[src/rtl/audio_pkg.sv]
// Shared definitions for the audio sample path: widths common with the
// sample ROM, the sequencer state encoding and the silence value.
package audio_pkg;

  localparam int AUDIO_ADDR_W = 14;
  localparam int AUDIO_DATA_W = 16;

  typedef enum logic {
    ST_IDLE = 1'b0,
    ST_PLAY = 1'b1
  } state_e;

  localparam logic [AUDIO_DATA_W-1:0] SAMPLE_SILENCE = 16'h0000;

endpackage : audio_pkg

[src/rtl/sample_rate_divider.sv]
// Free-running clock divider: emits a one-cycle tick every CLK_DIV enabled
// clocks. Shared by the sequencer and the downstream PWM stage.
module sample_rate_divider #(
  parameter int DIV_W   = 16,
  parameter int CLK_DIV = 1250
) (
  input  logic clk,
  input  logic rst_n,
  input  logic clear,
  input  logic enable,
  output logic tick
);

  localparam logic [DIV_W-1:0] LAST_COUNT = DIV_W'(CLK_DIV - 1);

  logic [DIV_W-1:0] count_q, count_d;

  assign tick = enable && (count_q == LAST_COUNT);

  always_comb begin
    // NOTE: default assignment first so every path drives count_d; no latch.
    count_d = count_q;
    if (clear) begin
      count_d = '0;
    end else if (enable) begin
      count_d = tick ? '0 : count_q + DIV_W'(1);
    end
  end

  // NOTE: sequential state uses non-blocking assignments only.
  always_ff @(posedge clk or negedge rst_n) begin
    if (!rst_n) begin
      count_q <= '0;
    end else begin
      count_q <= count_d;
    end
  end

endmodule : sample_rate_divider

[src/rtl/audio_sample_sequencer.sv]
// Steps a registered ROM address through a programmed window at the sample
// rate, latches each ROM word and strobes it to the DAC/PWM stage.
module audio_sample_sequencer
  import audio_pkg::*;
#(
  parameter int ADDR_W  = AUDIO_ADDR_W,
  parameter int DATA_W  = AUDIO_DATA_W,
  parameter int DIV_W   = 16,
  parameter int CLK_DIV = 1250
) (
  input  logic              clk,
  input  logic              rst_n,
  input  logic              play,
  input  logic              stop,
  input  logic              loop_en,
  input  logic [ADDR_W-1:0] start_addr,
  input  logic [ADDR_W-1:0] end_addr,
  output logic [ADDR_W-1:0] rom_addr,
  input  logic [DATA_W-1:0] rom_data,
  output logic [DATA_W-1:0] sample_out,
  output logic              sample_valid,
  output logic              busy,
  output logic              done
);

  state_e              state_q, state_d;
  logic [ADDR_W-1:0]   addr_q, addr_d;
  logic [ADDR_W-1:0]   start_q, start_d;
  logic [ADDR_W-1:0]   end_q, end_d;
  logic [DATA_W-1:0]   sample_q, sample_d;
  logic                valid_q, valid_d;
  logic                done_q, done_d;
  logic                tick;

  // Any play or stop restarts the sample period from zero.
  sample_rate_divider #(
    .DIV_W  (DIV_W),
    .CLK_DIV(CLK_DIV)
  ) u_divider (
    .clk   (clk),
    .rst_n (rst_n),
    .clear (play | stop),
    .enable(state_q == ST_PLAY),
    .tick  (tick)
  );

  always_comb begin
    state_d  = state_q;
    addr_d   = addr_q;
    start_d  = start_q;
    end_d    = end_q;
    sample_d = sample_q;
    valid_d  = 1'b0;
    done_d   = 1'b0;

    // Priority: stop over play over tick; a discarded tick produces no strobe.
    if (stop) begin
      state_d  = ST_IDLE;
      sample_d = DATA_W'(SAMPLE_SILENCE);
    end else if (play) begin
      state_d = ST_PLAY;
      start_d = start_addr;
      end_d   = end_addr;
      addr_d  = start_addr;
    end else if (state_q == ST_PLAY && tick) begin
      sample_d = rom_data;
      valid_d  = 1'b1;
      if (addr_q != end_q) begin
        addr_d = addr_q + ADDR_W'(1);
      end else if (loop_en) begin
        addr_d = start_q;
      end else begin
        state_d = ST_IDLE;
        done_d  = 1'b1;
      end
    end
  end

  always_ff @(posedge clk or negedge rst_n) begin
    if (!rst_n) begin
      state_q  <= ST_IDLE;
      addr_q   <= '0;
      start_q  <= '0;
      end_q    <= '0;
      sample_q <= '0;
      valid_q  <= 1'b0;
      done_q   <= 1'b0;
    end else begin
      state_q  <= state_d;
      addr_q   <= addr_d;
      start_q  <= start_d;
      end_q    <= end_d;
      sample_q <= sample_d;
      valid_q  <= valid_d;
      done_q   <= done_d;
    end
  end

  assign rom_addr     = addr_q;
  assign sample_out   = sample_q;
  assign sample_valid = valid_q;
  assign done         = done_q;
  assign busy         = (state_q == ST_PLAY);

endmodule : audio_sample_sequencer

[config.mk]
export PLATFORM = sky130hd
export DESIGN_NAME = audio_sample_sequencer
export DESIGN_NICKNAME = d
export VERILOG_FILES = /design/src/rtl/audio_pkg.sv /design/src/rtl/sample_rate_divider.sv /design/src/rtl/audio_sample_sequencer.sv
export SDC_FILE = /design/constraint.sdc
export NUM_CORES = 1
export LEC_CHECK = 0
export CAP_MARGIN = 20
export CORE_ASPECT_RATIO = 0.5
export CORE_MARGIN = 2
export CORE_UTILIZATION = 40
export DETAILED_ROUTE_END_ITERATION = 8
export PLACE_DENSITY_LB_ADDON = 0.15
export SLEW_MARGIN = 20
export SYNTH_ARGS = -nofsm -noshare
export SYNTH_HDL_FRONTEND = slang
export SYNTH_SLANG_ARGS = --single-unit
[constraint.sdc]
create_clock -name clk -period 2.6 [get_ports clk]
set_input_delay 0.39 -clock clk [delete_from_list [all_inputs] [get_ports clk]]
set_output_delay 0.39 -clock clk [all_outputs]
set_load 0.05 [all_outputs]
Word level (Yosys, flattened, before mapping) --
Cells that the tools add are included. Widths: inputs -> output; s select.
Storage, ports and cells: bits in registers 77, input port bits 49, output and inout bits 33, word-level logic and storage cells 51
Operators by class: add/subtract/negate cells 2, eq/ne operators 5, muxes and demuxes 23, bitwise logic cells 2, reductions and logical operators 11
Operators by type and width (count):
- $mux 16 | 6
- $mux 14 | 4
- $add 16x1->16 const B | 1
- $eq 16x11->1 const B | 1
- $add 14x1->14 const B | 1
- $ne 14x14->1 | 1
- $mux 1 | 13
- $ne 3x3->1 const B | 2
- $reduce_and 3->1 | 2
- $reduce_bool 2->1 | 3
- $reduce_bool 3->1 | 2
- $reduce_and 2->1 | 2
- $logic_and 1x1->1 | 2
- $ne 2x1->1 const B | 1
- $not 1->1 | 1
- $or 1x1->1 | 1

Logic depth before layout (Yosys ltp) --
Gate-level depths: netlist of run 1.
word-level depth 6, mapped depth 9, depth with buffers taken out 8

Cells and area by module --
A second synthesis of run 1 with hierarchy kept.
Second synthesis, totals: cells, all modules 399, area, all modules 3777.4 µm²
Modules (own cells, without submodules):
- audio_sample_sequencer | times used 1, cells an instance 301, area each 2869.0 µm², sequential area each 1526.5 µm²
- sample_rate_divider | times used 1, cells an instance 98, area each 908.4 µm², sequential area each 400.4 µm²

Least setup slack after synthesis of run 1 --
OpenSTA, ideal clock, no wires.
path kind register to register, from register addr_q[2] (netlist: rom_addr[2]), to register addr_q[1] (netlist: rom_addr[1]), setup time 0.125 ns, arrival 2.070 ns, data required time 2.475 ns, setup slack 0.405 ns, stages on the path, launching flop included 9, buffers on the path 2, period minus slack after synthesis 2.195 ns, cells stage by stage dfrtp_1 > buf_2 > xor2_1 > nor4_1 > and4_1 > buf_2 > mux2i_1 > o21ai_0 > mux2_2
On the way: word-level cells in the longest chain between the ends 4, elaborated cells between the ends (all ways) 6, classes of those cells eq/ne: 1; mux: 3; reduce/logical: 2
Ends and longest elaborated chain:
- from (decl) | line audio_sample_sequencer.sv:27 | logic [ADDR_W-1:0] addr_q, addr_d;
- from (signal assigned) | line audio_sample_sequencer.sv:90 | addr_q <= addr_d;
- $ne 14x14->1 (*) | line audio_sample_sequencer.sv:68 | if (addr_q != end_q) begin
- $mux 14 | line audio_sample_sequencer.sv:68
- $mux 14 | line audio_sample_sequencer.sv:65 | end else if (state_q == ST_PLAY && tick) begin
- $mux 14 | line audio_sample_sequencer.sv:60 | end else if (play) begin
Mark *: on every way between the ends. The rest lies on a longest branch, timed or not. The select of a mux whose other input is x is not followed. A chain may end at the register's enable or synchronous reset.

Final worst setup path of run 1 --
from register u_divider.count_q[1], to register sample_q[4] (netlist: sample_out[4])
On the way: word-level cells in the longest chain between the ends 5
Ends and longest elaborated chain:
- from (decl) | line sample_rate_divider.sv:16 | logic [DIV_W-1:0] count_q, count_d;
- from (signal assigned) | line sample_rate_divider.sv:35 | count_q <= count_d;
- $eq 16x11->1 | line sample_rate_divider.sv:18 | assign tick = enable && (count_q == LAST_COUNT);
- $logic_and 1x1->1 | line sample_rate_divider.sv:18
- $logic_and 1x1->1 | line audio_sample_sequencer.sv:65
- $reduce_bool 2->1 (no source line)
- $reduce_and 2->1 (no source line)
- to (signal assigned) | line audio_sample_sequencer.sv:93 | sample_q <= sample_d;
- to (decl) | line audio_sample_sequencer.sv:30 | logic [DATA_W-1:0] sample_q, sample_d;
No other way between the ends.

==> out/results.txt, run 1 <==
Final wirelength - 8953 um
Worst EP arrival - 2.59 ns
Worst Setup End Kind - register
Req. time, crit path - 2.87 ns
Internal - 2.373 mW
Worst Reg-to-Reg Cells - 7
First-iteration detailed-routing DRC count - 239
Worst VDD drop - 0.0003646 V
Ports - 82
Tmin final - 2.320 ns
Clock power share - 0.373
Leak - 2.120 nW
H-tree Lvls - 3
Hold slack - 0.5027 ns
Yosys reg bits - 77
Hold path start - sample_out[15]
Largest family of logic cells by synthesized area - simple AND/OR/NAND/NOR gates
Synthesized area - 3836 um2
Post-Place Cell Area - 4765 um2
WL/cell - 16.31 um
Most used DFF post-synth - dfrtp_1
Share of layout cells above drive strength 1 - 0.1799
NetSw - 1.001 mW
Final setup viols - 0
Ranking of synthesized cells by area - dfrtp_1 50%, mux2_2 8.5%, xor2_1 6.4%
Fin area - 5102 um2
Routed Antenna Nets - 0
Fmax - 430.9 MHz
MaxCap Viol Count - 0
Compound-Gate Fraction of Synth Area - 0.1249
Clk_lat worst skew - 0.34 ns
Commonest non-fill, non-tap cell in the layout - clkdlybuf4s50_1
Final Hold Violating Endpoints - 0
Clk buf depth - 2
Die area - 10440 um2
CTS sink count - 77
Final Slew Violations - 0
Final net count - 475
Vias per cell - 5.328
Sequential share of the synthesized area - 0.5023
GR Overflow Total - 0
Gr usage total - 0.1810
TritonCTS Buffers - 9
Share of synthesized cell area in and, or, nand and nor gates - 0.1474
Switching share of power - 0.2967
Fin util - 0.5437
FFs w/ async S/R, synth - 1.000
Area share of fa/ha/maj cells after synthesis - 0.009785
Vert. Die Dim - 73.25 um
Logic pwr share - 0.202
Least-Margin Pin Slew - 1.116 ns
Die X - 142.5 um
Startpoint types - register
Number of global-route vias before repair - 2932
Unrepaired setup endpoints after global routing - no
Top cell type's share of synthesized area - 0.5023
Outcome - completed
Distinct cell type count after synthesis - 45
Final HPWL DP - 6223 um
Total chip power - 3.375 mW
Core area - 9384 um2
Relative slew slack - 0.2535
Reg clk slew, reported paths - 0.06 ns
Syn_area_per_cell - 11.22 um2
Synth warn - 0
CTS root buf - clkbuf_16
R2r setup slk - 0.28 ns
Starting Density - 0.4088
Post-Synth XOR/XNOR Area - 0.08219
Register share of total power - 0.425
Skew final - 0.005548 ns
Via count - 2925
Hold EP - sample_out[15]
Remaining DRCs - 0
Worst r2r src - u_divider.count_q[1]
# diodes - 0
Largest net degree at the start of global routing - 78
Part of the cycle the worst path needs - 0.8925
Crit Path Class - reg -> reg
CTS tree - done
Rows - 25
Layout overhead on the synthesized area - 33.01%
Post_cts resized - 0
Syn Nets - 394
Leading area contributor after synthesis - dfrtp_1
Initial antenna violation count - 0
Drt pass-1 iters - 4
Most frequent cells in the layout - 80 x clkdlybuf4s50_1, 77 x dfrtp_1, 37 x nor2_1
Hold Path Depth - 1
Routability cong. - 0.7825
Port bufs - 81
First-pass GRT wire length - 14560 um
Worst r2r dst - sample_out[4]
P per Cell Area - 661.4 nW/um2
Setup TNS Final - 0 ns
Synth Instances - 342
EDFF count, synth - 0
Worst Hold Class - reg -> reg
Crit-path max FO - 16
Mux contribution to synthesized area - 0.1034
[synthesized netlist by cell type (2+ instances only)]
cell	instances
ha_1	3
nor2b_1	3
o21ai_0	6
o21a_1	6
a31oi_1	6
nand2b_1	2
xor2_1	28
clkbuf_1	5
dfrtp_1	77
nor2_1	37
nor3_1	4
nand2_1	27
a21oi_1	3
buf_1	3
a22o_2	15
xnor2_1	8
buf_2	8
or3_1	2
mux2_2	29
o31ai_1	2
nand3_1	6
and4_1	3
a41oi_1	2
a211o_1	5
mux2i_1	7
o211ai_1	8
buf_6	3
nor4_1	3
and3_1	5
nand4_1	11
[worst max-delay path by stage]
stage	startpoint	end	slack, ns	depth (start not counted)
after floorplan	rom_addr[2]	rom_addr[1]	0.41	8
after global placement	rom_addr[0]	rom_addr[1]	0.38	6
after detailed placement	u_divider.count_q[0]	sample_out[4]	0.35	6
after CTS	u_divider.count_q[1]	sample_out[9]	0.32	7
after global routing	u_divider.count_q[1]	sample_out[9]	0.12	7
final	u_divider.count_q[1]	sample_out[4]	0.28	7
[cell families (layout without fill, tap and decap cells)]
group,count (synthesis),count (layout)
AOI/OAI and AO/OA,59,59
DFF,77,77
muxes,36,36
and+or+nand+nor,110,110
xor gates and xnor gates,36,36
adders and majority gates,3,3
buffers and inverters,21,107
[metrics by stage]
stage | std cells | worst slack [ns]
final | 549 | 0.2795
after global routing | 549 | 0.1166
after global placement | 531 | 0.3776
after CTS | 547 | 0.3247
after detailed placement | 531 | 0.3465
after floorplan | 342 | 0.4054
[power groups by stage]
| stage | combinational, mW | clock [mW] | sequential (mW) |
|---|---|---|---|
| after global routing | 0.734 | 1.34 | 1.45 |
| final | 0.681 | 1.26 | 1.44 |
| after global placement | 0.664 | 0 | 1.45 |
| after CTS | 0.682 | 1.29 | 1.44 |
| after floorplan | 0.303 | 0 | 1.55 |
| after detailed placement | 0.676 | 0 | 1.46 |
[worst max-delay path: stages, from the launching register on]
cell and delay, ns:
dfrtp_1 0.42, inv_1 0.08, ha_1 0.18, nand3b_1 0.13
or2_1 0.25, nor2_1 0.07, nor2_1 0.84, a22o_2 0.29
[flip-flops by register name, indices dropped and copies added, names as in the netlist]
| register | count |
|---|---|
| done | 1 |
| sample_out | 16 |
| busy | 1 |
| sample_valid | 1 |
| start_q | 14 |
| u_divider.count_q | 16 |
| rom_addr | 14 |
| end_q | 14 |
[metal layers]
metal / track usage / vias to the layer above / routed length [um] / part of all wire
met4: 0.05721 / 0 / 112 / 0.013
met2: 0.3072 / 54 / 4372 / 0.49
li1: - / 1390 / - / -
met1: 0.2257 / 1472 / 4083 / 0.46
met5: 0 / - / 0 / 0
met3: 0.05541 / 9 / 384 / 0.043
[cell type report]
class / count / area [um2]
Timing Repair Buffer: 90 / 923.4
Inverter: 1 / 3.754
Multi-Input combinational cell: 244 / 1797
Fill cell: 808 / 4282
Clock buffer: 9 / 225.2
Clock inverter: 7 / 75.07
Tap cell: 121 / 151.4
Sequential cell: 77 / 1927
[timing repair]
action | in CTS | in global routing
buffers inserted | 0 | 0
hold buffers | 0 | 1
endpoints found under the hold margin | 0 | 13
No activity file was read; power rests on OpenSTA's default activity.
==> run 2: changes to the inputs <==
--- a/config.mk
+++ b/config.mk
@@ -11,6 +11,7 @@
 export CORE_UTILIZATION = 40
 export DETAILED_ROUTE_END_ITERATION = 8
 export PLACE_DENSITY_LB_ADDON = 0.15
+export SETUP_SLACK_MARGIN = 0.4
 export SLEW_MARGIN = 20
 export SYNTH_ARGS = -nofsm -noshare
 export SYNTH_HDL_FRONTEND = slang
==> run 2 against run 1 <==
Setup slack improved by 0.20 ns. Sequential share of layout area fell by 0.42 points. Sequential cell count did not move. Utilization rose by 0.64 points. Total power rose by 0.58%. Fmax rose by 9.6%. Critical path depth rose by 3. Die area did not move. Wire length rose by 2.4%. Combinational power rose by 3.2%.
==> out/results.txt, run 2 (synthesis gave the netlist of run 1 again) <==
Outcome - completed
Ports - 82
Final Slew Violations - 0
Clk buf depth - 2
Commonest non-fill, non-tap cell in the layout - clkdlybuf4s50_1
Reg clk slew, reported paths - 0.06 ns
Largest net degree at the start of global routing - 78
Crit Path Class - reg -> reg
Setup TNS Final - 0 ns
Part of the cycle the worst path needs - 0.8141
Hold path start - sample_out[15]
WL/cell - 16.57 um
Tmin final - 2.117 ns
Via count - 2961
Clk_lat worst skew - 0.34 ns
Relative slew slack - 0.5416
Slowest cell on crit path - dfrtp_1
H-tree Lvls - 3
# diodes - 0
R2r setup slk - 0.48 ns
Port bufs - 81
Worst Hold Class - reg -> reg
Rows - 25
Unrepaired setup endpoints after global routing - yes
Core area - 9384 um2
Layout overhead on the synthesized area - 34.57%
Vias per cell - 5.354
Final net count - 479
Skew final - 0.006176 ns
Worst Setup End Kind - register
Final wirelength - 9164 um
CTS sink count - 77
Hold Path Depth - 1
MaxCap Viol Count - 0
First-pass GRT wire length - 14560 um
Leak - 2.137 nW
Final setup viols - 0
Starting Density - 0.4088
TritonCTS Buffers - 9
Hold EP - sample_out[15]
First-iteration detailed-routing DRC count - 193
Initial antenna violation count - 0
Final Hold Violating Endpoints - 0
P per Cell Area - 657.5 nW/um2
Routability cong. - 0.7825
Worst VDD drop - 0.0003629 V
Drt pass-1 iters - 4
Fmax - 472.5 MHz
Final HPWL DP - 6223 um
Number of global-route vias before repair - 2932
Least-Margin Pin Slew - 0.6868 ns
Routed Antenna Nets - 0
Worst r2r dst - rom_addr[6]
Crit-path max cell delay - 0.43 ns
Req. time, crit path - 2.82 ns
Most frequent cells in the layout - 80 x clkdlybuf4s50_1, 76 x dfrtp_1, 36 x nor2_1
Remaining DRCs - 0
Vert. Die Dim - 73.25 um
Crit-path max FO - 17
GR Overflow Total - 0
Gr usage total - 0.1810
Worst r2r src - u_divider.count_q[1]
Worst EP arrival - 2.34 ns
Share of layout cells above drive strength 1 - 0.2014
CP Cell Sequence - inv_1, ha_1, nand3b_1, nor2_1, a41oi_1, a211oi_4, buf_4, buf_12, o211ai_1, o21a_1
Dpl ws - 0.3465 ns
Die X - 142.5 um
CTS tree - done
CTS root buf - clkbuf_16
Worst Reg-to-Reg Cells - 10
Critical path origin - u_divider.count_q[1]
Startpoint types - register
Die area - 10440 um2
Setup slack after layout - 0.4835 ns
## run 2: timing repair
item,CTS,global route
resized for setup,3,4
endpoints found under the setup margin,20,15
pin swaps,0,5
buffers inserted,0,3
endpoints found under the hold margin,0,13
hold buffers,0,1
gates cloned,0,1
## run 2: worst max path at each step
stage                         end  slack [ns]  depth (start not counted)
floorplan             rom_addr[1]        0.41                          8
global placement      rom_addr[1]        0.38                          6
detailed placement  sample_out[4]        0.35                          6
CTS                   rom_addr[6]        0.42                          9
global route          rom_addr[5]        0.33                         10
finish                rom_addr[6]        0.48                         10
## run 2: final cells by class
class / count / area, um2
Fill cell: 801 / 4222
Inverter: 1 / 3.754
Timing Repair Buffer: 93 / 945.9
Multi-Input combinational cell: 245 / 1833
Clock buffer: 9 / 225.2
Clock inverter: 7 / 75.07
Sequential cell: 77 / 1928
Tap cell: 121 / 151.4
## run 2: routing by layer
layer	GRT usage	share of wire
met1	0.2257	0.46
met2	0.3072	0.49
met3	0.05541	0.041
met4	0.05721	0.011
met5	0	0
## run 2: per-stage QoR
stage	power (mW)	hold WS [ns]	instance area, um2	util	std cells
3_5_place_dp	2.133	0.4881	4765	0.5077	531
2_1_floorplan	1.858	0.09441	3836	-	342
3_3_place_gp	2.117	0.4837	4765	0.5077	531
5_1_grt	3.545	0.5255	5162	0.5501	553
4_1_cts	3.412	0.2544	5075	0.5408	547
6_report	3.394	0.5027	5162	0.5501	553
## run 2: power by group
part           total [mW]  leakage, nW  internal [mW]  switching [mW]
clock network        1.25        0.150          0.748           0.507
registers            1.44        0.972           1.30           0.132
logic               0.703         1.01          0.328           0.375
## run 2: critical path, delay by kind of cell, from the launching register on
family / cells / cell delay, ns
adder cells (fa/ha/maj): 1 / 0.14
buffers and inverters: 3 / 0.44
AO/OA/AOI/OAI: 4 / 0.75
flip-flops: 1 / 0.43
AND/OR/NAND/NOR: 2 / 0.24
==> run 3: changes to the inputs <==
==> constraint.sdc (replaced) <==
create_clock -name clk -period 1.7 [get_ports clk]
set_input_delay 0.255 -clock clk [delete_from_list [all_inputs] [get_ports clk]]
set_output_delay 0.255 -clock clk [all_outputs]
set_load 0.05 [all_outputs]
==> run 3 against run 2 <==
The run now ends with setup timing left. First-iteration DRC count grew 35%. Clock-buffer cell count is the same. Sequential cell count is the same. Sequential share of layout area shrank 7.4 points. Die area is the same. Setup slack lost 0.82 ns. Total power grew 74%. Wire length grew 28%. Hold slack lost 0.13 ns. Utilization grew 14 points. Fmax grew 4.0%.
==> out/results.txt, run 3 (synthesis gave the netlist of run 1 again) <==
Vias per cell - 5.369
Core area - 9384 um2
Worst Reg-to-Reg Cells - 8
Violated checks - setup timing
Initial antenna violation count - 0
Least-Margin Pin Slew - 0.5963 ns
Critical path origin - u_divider.count_q[2]
Unrepaired setup endpoints after global routing - yes
Rows - 25
Final non-filler cell total - 637
# diodes - 0
Final wirelength - 11700 um
CTS sink count - 77
CTS tree - done
TritonCTS Buffers - 9
Tmin final - 2.036 ns
Starting Density - 0.4088
Register share of total power - 0.364
Setup slack after layout - -0.3357 ns
Final net count - 563
Final Hold Violating Endpoints - 0
Reg clk slew, reported paths - 0.07 ns
Port bufs - 81
Clk buf depth - 2
Worst EP arrival - 2.31 ns
Internal - 4.138 mW
H-tree Lvls - 3
Crit Path Class - reg -> reg
Remaining DRCs - 0
Crit-path max FO - 8
CP Capture Point - sample_out[0]
Req. time, crit path - 1.98 ns
WL/cell - 18.37 um
Worst Setup End Kind - register
Worst VDD drop - 0.0006140 V
Share of layout cells above drive strength 1 - 0.5019
Total chip power - 5.903 mW
Ports - 82
Worst r2r src - u_divider.count_q[2]
Routed Antenna Nets - 0
Layout overhead on the synthesized area - 69.54%
Worst r2r dst - sample_out[0]
Part of the cycle the worst path needs - 1.197
Startpoint types - register
Outcome - finished with violations
Commonest non-fill, non-tap cell in the layout - buf_4
Final Slew Violations - 0
Worst Hold Class - in -> async
Relative slew slack - 0.6016
Fmax - 491.2 MHz
Placed insts - 586
Clock power share - 0.356
Via count - 3420
Final setup viols - 38
First-iteration detailed-routing DRC count - 260
Gr usage total - 0.2302
First-pass GRT wire length - 18100 um
Clk_lat worst skew - 0.34 ns
R2r setup slk - -0.34 ns
Fillers - 643
GR Overflow Total - 0
Die area - 10440 um2
CTS root buf - clkbuf_16
Largest net degree at the start of global routing - 44
Leak - 2.855 nW
Die X - 142.5 um
Setup TNS Final - -9.848 ns
NetSw - 1.765 mW
Logic pwr share - 0.280
Final HPWL DP - 7159 um
Skew final - 0.008427 ns
Drt pass-1 iters - 4
Switching share of power - 0.2991
Routability cong. - 0.8674
Vert. Die Dim - 73.25 um
Most frequent cells in the layout - 65 x buf_4, 62 x dfrtp_1, 45 x clkdlybuf4s50_1
Dpl ws - -0.3864 ns
MaxCap Viol Count - 0
P per Cell Area - 907.6 nW/um2
Number of global-route vias before repair - 3592
run 3: cell count changes in the layout (fill, tap and decap cells not counted), sizes merged:
| cell | before | now |
|---|---|---|
| clkbuf | 9 | 11 |
| nand2 | 27 | 28 |
| buf | 12 | 126 |
| dlygate4sd2 | 0 | 1 |
| bufinv | 1 | 2 |
| a211oi | 3 | 2 |
| clkinvlp | 0 | 1 |
| bufbuf | 0 | 2 |
| clkdlybuf4s50 | 80 | 45 |
| clkinv | 5 | 3 |
run 3: critical path, stage by stage, from the launching register on:
cell,delay [ns]
dfrtp_1,0.41
nor4_4,0.33
nand4_1,0.20
or2_4,0.32
nor3_4,0.20
buf_4,0.16
buf_6,0.11
buf_16,0.12
a22o_4,0.12
run 3: per-stage QoR:
stage	hold WS, ns	util	area, um2
floorplan	-0.04059	-	4000
global placement	0.1827	0.5563	5220
detailed placement	0.1926	0.5563	5220
CTS	0.3744	0.6751	6335
global route	0.3997	0.6931	6504
finish	0.3708	0.6931	6504
run 3: metal layers:
metal  up-vias  GRT usage  part of all wire
met3        30    0.05150             0.038
li1       1570          -                 -
met5         -          0                 0
met2        92     0.4119              0.52
met4         0     0.1056             0.024
met1      1728     0.2701              0.42
run 3: worst min path at each step:
| stage | from | to | slack (ns) | cells past startpoint |
|---|---|---|---|---|
| 3_3_place_gp | rst_n | end_q[11] | 0.18 | 1 |
| 4_1_cts | rst_n | end_q[11] | 0.37 | 2 |
| 6_report | rst_n | end_q[4] | 0.37 | 2 |
| 5_1_grt | rst_n | end_q[4] | 0.40 | 2 |
| 3_5_place_dp | rst_n | end_q[11] | 0.19 | 1 |
| 2_1_floorplan | rst_n | busy | -0.04 | 0 |
run 3: repair_timing:
action | 4_1_cts | 5_1_grt
buffers inserted | 19 | 8
endpoints found under the setup margin | 92 | 92
resized for setup | 120 | 18
cloned | 5 | 2
hold endpoints to repair | 23 | 0
hold buffers | 1 | 0
pin swaps | 34 | 30
run 3: final cells by class:
cell class / count / area [um2] / area share
multi-input combinational: 245 / 2221 / 0.3415
inverter: 1 / 3.754 / 0.0005771
clock inverter: 7 / 98.84 / 0.01520
timing repair buffer: 177 / 1858 / 0.2857
sequential: 77 / 1946 / 0.2992
clock buffer: 9 / 225.2 / 0.03463
tap: 121 / 151.4 / 0.02328
run 3: power by group through the flow:
stage / Sequential, mW / Clock (mW) / Combinational [mW]
finish: 2.15 / 2.10 / 1.65
global route: 2.16 / 2.21 / 1.75
CTS: 2.14 / 2.14 / 1.59
detailed placement: 2.16 / 0 / 1.28
global placement: 2.15 / 0 / 1.26
floorplan: 2.39 / 0 / 0.490
